[config.mk]
export PLATFORM = sky130hd
export DESIGN_NAME = date_counter
export DESIGN_NICKNAME = d
export VERILOG_FILES = /design/src/rtl/date_counter.sv
export SDC_FILE = /design/constraint.sdc
export NUM_CORES = 1
export LEC_CHECK = 0
export CELL_PAD_IN_SITES_DETAIL_PLACEMENT = 1
export CELL_PAD_IN_SITES_GLOBAL_PLACEMENT = 1
export CORE_ASPECT_RATIO = 0.7
export CORE_MARGIN = 1
export CORE_UTILIZATION = 45
export CTS_CLUSTER_SIZE = 10
export DETAILED_ROUTE_END_ITERATION = 12
export DONT_BUFFER_PORTS = 1
export GPL_ROUTABILITY_DRIVEN = 0
export MAX_ROUTING_LAYER = met4
export PLACE_DENSITY_LB_ADDON = 0.1
export SYNTH_ARGS = -nofsm -noshare
export SYNTH_HDL_FRONTEND = slang
export SYNTH_SLANG_ARGS = --single-unit
[constraint.sdc]
create_clock -name clk -period 3.1 [get_ports clk]
set_clock_uncertainty 0.1 [all_clocks]
set_input_delay 0.62 -clock clk [delete_from_list [all_inputs] [get_ports clk]]
set_output_delay 0.62 -clock clk [all_outputs]
set_load 0.02 [all_outputs]
[src/rtl/date_counter.sv]
// Calendar date register: advances day/month/year on day ticks, supports per-field
// user adjustment, and clamps the day after a month/year change once leap_year settles.
module date_counter #(
   parameter int YEAR_RESET = 2000,
   parameter int YEAR_MAX   = 4095
) (
   input  logic        clk,
   input  logic        rst,
   input  logic        day_tick,
   input  logic        leap_year,
   input  logic [1:0]  adj_sel,
   input  logic        adj_inc,
   input  logic        adj_dec,
   output logic [4:0]  day,
   output logic [3:0]  month,
   output logic [11:0] year_bin,
   output logic        year_wrap,
   output logic        tick_lost
);

   typedef enum logic [1:0] {
      ADJ_DAY   = 2'd0,
      ADJ_MONTH = 2'd1,
      ADJ_YEAR  = 2'd2,
      ADJ_NONE  = 2'd3
   } adj_sel_e;

   localparam logic [11:0] YMAX   = 12'(YEAR_MAX);
   localparam logic [11:0] YRESET = 12'(YEAR_RESET);

   logic [4:0]  day_q, day_d;
   logic [3:0]  month_q, month_d;
   logic [11:0] year_q, year_d;
   logic        year_wrap_q, year_wrap_d;
   logic        tick_lost_q, tick_lost_d;
   logic        fix_pending_q, fix_pending_d;
   logic        tick_pending_q, tick_pending_d;

   logic [4:0]  max_day;
   adj_sel_e    sel;
   logic        adjust;
   logic        blocked;

   assign sel     = adj_sel_e'(adj_sel);
   assign adjust  = (adj_inc ^ adj_dec) && (sel != ADJ_NONE);
   assign blocked = adjust || fix_pending_q;

   // February length depends on the leap stage, which sees our registered year.
   always_comb begin
      max_day = 5'd31;
      unique case (month_q)
         4'd4, 4'd6, 4'd9, 4'd11: max_day = 5'd30;
         4'd2:                    max_day = leap_year ? 5'd29 : 5'd28;
         default:                 max_day = 5'd31;
      endcase
   end

   always_comb begin
      day_d          = day_q;
      month_d        = month_q;
      year_d         = year_q;
      year_wrap_d    = 1'b0;
      tick_lost_d    = tick_lost_q;
      fix_pending_d  = fix_pending_q;
      tick_pending_d = tick_pending_q;

      if (adjust) begin
         unique case (sel)
            ADJ_DAY: begin
               if (adj_inc) day_d = (day_q >= max_day) ? 5'd1 : day_q + 5'd1;
               else         day_d = (day_q <= 5'd1) ? max_day : day_q - 5'd1;
            end
            ADJ_MONTH: begin
               if (adj_inc) month_d = (month_q >= 4'd12) ? 4'd1 : month_q + 4'd1;
               else         month_d = (month_q <= 4'd1) ? 4'd12 : month_q - 4'd1;
               fix_pending_d = 1'b1;
            end
            ADJ_YEAR: begin
               if (adj_inc) year_d = (year_q >= YMAX) ? 12'd0 : year_q + 12'd1;
               else         year_d = (year_q == 12'd0) ? YMAX : year_q - 12'd1;
               fix_pending_d = 1'b1;
            end
            default: ;
         endcase
      end else if (fix_pending_q) begin
         if (day_q > max_day) day_d = max_day;
         fix_pending_d = 1'b0;
      end else if (day_tick || tick_pending_q) begin
         tick_pending_d = 1'b0;
         if (day_tick && tick_pending_q) tick_lost_d = 1'b1;
         if (day_q < max_day) begin
            day_d = day_q + 5'd1;
         end else begin
            day_d = 5'd1;
            if (month_q >= 4'd12) begin
               month_d = 4'd1;
               if (year_q >= YMAX) begin
                  year_d      = 12'd0;
                  year_wrap_d = 1'b1;
               end else begin
                  year_d = year_q + 12'd1;
               end
            end else begin
               month_d = month_q + 4'd1;
            end
         end
      end

      // Only one tick can wait behind an adjust/fix; a second one is lost.
      if (blocked && day_tick) begin
         if (tick_pending_q) tick_lost_d = 1'b1;
         tick_pending_d = 1'b1;
      end
   end

   always_ff @(posedge clk) begin
      if (rst) begin
         day_q          <= 5'd1;
         month_q        <= 4'd1;
         year_q         <= YRESET;
         year_wrap_q    <= 1'b0;
         tick_lost_q    <= 1'b0;
         fix_pending_q  <= 1'b0;
         tick_pending_q <= 1'b0;
      end else begin
         day_q          <= day_d;
         month_q        <= month_d;
         year_q         <= year_d;
         year_wrap_q    <= year_wrap_d;
         tick_lost_q    <= tick_lost_d;
         fix_pending_q  <= fix_pending_d;
         tick_pending_q <= tick_pending_d;
      end
   end

   assign day       = day_q;
   assign month     = month_q;
   assign year_bin  = year_q;
   assign year_wrap = year_wrap_q;
   assign tick_lost = tick_lost_q;

endmodule

==> impl_metrics.toml <==
[floorplanning]
fp.coreArea_sq_um = 4861
initial_core_util_pct = 47.70
die_y_um = 62.06
pin_count = 31
rows = 21
die_w_um = 87.79
die-area_sq_um = 5448

[timing]
relSlewSlack_pct = 54.35
drv_slew = 0
setup_tns_ns = 0
timing.fmax_mhz = 355.8
post-route-min-period_ns = 2.811
worst_pin_slew_ns = 0.6837
timing.hold.ws_ns = 0.2929
finalHoldViolCount = 0
rsz0062_at_grt = "false"
setup_viol = 0
final.setup.worst_slack_ns = 0.2894
post-route-period-util_pct = 90.66

[setup_path]
path_max_fanout = 7
cp.arrival_ns = 2.91
start_kind = "flip-flop"
worstPathRequired_ns = 3.19
critPathKind = "reg2reg"
end_kind = "flip-flop"

[clock_network]
ctsResizeCount = 0
clock_sinks = 25
h-tree-depth = 1
cts_inserted_buffers = 3
clockBufferDepth = 2
cts_setup_buffers = 0
cts_root_buf = "clkbuf_8"
cts_hold_buf = 0
path_clk_slew_ns = 0.10
tritoncts = "done"
clk_latency_ns = 0.28

[synthesis]
yosysWarnings = 0
synth_ff_type = "dfxtp_1"
synth_edf_count = 0
yosysUniqueCellTypes = 65
ys_ff_latch = 25
syn_nets = 330
synth.avg_cell_area_sq_um = 7.577
ys_seq_area_share_pct = 21.59
netlist_instances = 306
synthesis.area_sq_um = 2318
async_flop_share_pct = 0

[cells_and_area]
fillers = 627
syn_to_final_growth_pct = 6.422
final_core_util_pct = 50.76
fin_nets = 331
diodes = 0
drive_above_1_share_pct = 12.75
fin_area_sq_um = 2467
layout_common_cells = "nor2_1, nand2_1, dfxtp_1"

[power]
power_density_nw_per_um2 = 346.5
irDropWorstVdd_v = 0.0001676
p_leak_uw = 0.0009543

[detailed_routing]
wl_um = 7200
antenna_left = 0
dr_total_vias = 2355
avgViaCountPerCell = 6.280
drtPass1Iterations = 4
drc_errors = 0
drt_iter0_markers = 158
wl_per_cell_um = 19.20

[global_route]
track_usage_pct = 29.54
grt_pass1_wl_um = 11830
grt-ovfl-total = 0
antenna_found_initial = 0
grt_max_degree = 28
grt_pass1_vias = 2200

[flow_run]
maxCapViolations = 0

[placed_design]
dp_hpwl_um = 5420
io_buffers = 0
place_area_sq_um = 2411
preCtsSetupSlack_ns = 0.1666

[outcome]
status = "complete, no violations"

[worst_hold_path]
hold_path_class = "in2reg"
-- path summary, 6_finish.rpt --
path	slack [ns]	end	start	cells past startpoint
max	0.29	year_bin[11]	month[1]	13
min	0.29	year_wrap	rst	1
min reg2reg	0.44	tick_lost	tick_pending_q	2
max reg2reg	0.29	year_bin[11]	month[1]	13
-- cells by family after synthesis --
group	Yosys count	share of synthesized area [%]
AO/OA/AOI/OAI	97	30.98
XOR/XNOR	6	2.590
adder cells (fa/ha/maj)	16	8.635
buffers and inverters	37	7.501
flip-flops	25	21.59
multiplexers	2	0.8635
AND/OR/NAND/NOR	123	27.85
-- through the flow --
step           power [uW]  std cells
2_1_floorplan       580.9        306
3_3_place_gp        640.8        370
3_5_place_dp        646.5        370
4_1_cts             863.9        374
5_1_grt             913.2        375
6_report            854.9        375
-- worst max-delay path: stages (launching register included) --
cell,delay (ns)
dfxtp_1,0.39
inv_1,0.11
ha_1,0.24
o21ai_0,0.10
a21oi_1,0.20
nor2_1,0.08
ha_1,0.19
nor2b_1,0.22
o21ai_2,0.15
o41ai_4,0.30
buf_4,0.20
buf_4,0.16
nor2_2,0.04
a311oi_2,0.24
-- final cells by class --
| type | count | area [sq um] | area share (%) |
|---|---|---|---|
| Inverter | 16 | 60.06 | 2.434 |
| Multi-Input combinational cell | 244 | 1644 | 66.63 |
| Sequential cell | 25 | 500.5 | 20.28 |
| Timing Repair Buffer | 17 | 127.6 | 5.172 |
| Clock inverter | 1 | 7.507 | 0.3043 |
| Clock buffer | 3 | 41.29 | 1.673 |
| Tap cell | 69 | 86.33 | 3.499 |
-- layer usage --
| layer | wire, um | GRT usage [%] |
|---|---|---|
| met5 | 0 | - |
| met3 | 480 | 3.963 |
| met2 | 2923 | 41.75 |
| met1 | 3767 | 44.75 |
| met4 | 29 | 4.215 |
-- state kept, by name, indices dropped and copies added (netlist names) --
register / count
year_wrap: 1
tick_lost: 1
month: 4
day: 5
tick_pending_q: 1
year_bin: 12
fix_pending_q: 1
-- synthesized netlist by cell type, types with 4 or more instances --
cell type | count | share of area (%)
dfxtp_1 | 25 | 22
nand4_1 | 8 | 2.2
xor2_1 | 4 | 1.5
a21oi_1 | 19 | 4.1
clkbuf_1 | 5 | 0.81
o21ai_0 | 18 | 3.9
inv_1 | 16 | 2.6
nand2_1 | 25 | 4.0
o21a_1 | 4 | 1.3
nor4_1 | 7 | 1.9
nand3_1 | 12 | 2.6
and3_1 | 7 | 1.9
buf_2 | 12 | 2.6
or3_1 | 5 | 1.3
nor3_1 | 16 | 3.5
o311a_1 | 4 | 1.7
a211oi_1 | 5 | 1.6
a31oi_1 | 5 | 1.3
ha_1 | 16 | 8.6
nor2_1 | 25 | 4.0
-- report_power, final --
part / switching (uW) / total, uW / internal (uW)
Clock: 119 / 211 / 91.6
Sequential: 34.7 / 374 / 339
Combinational: 167 / 270 / 104
Power figures use the tool's default switching activity.
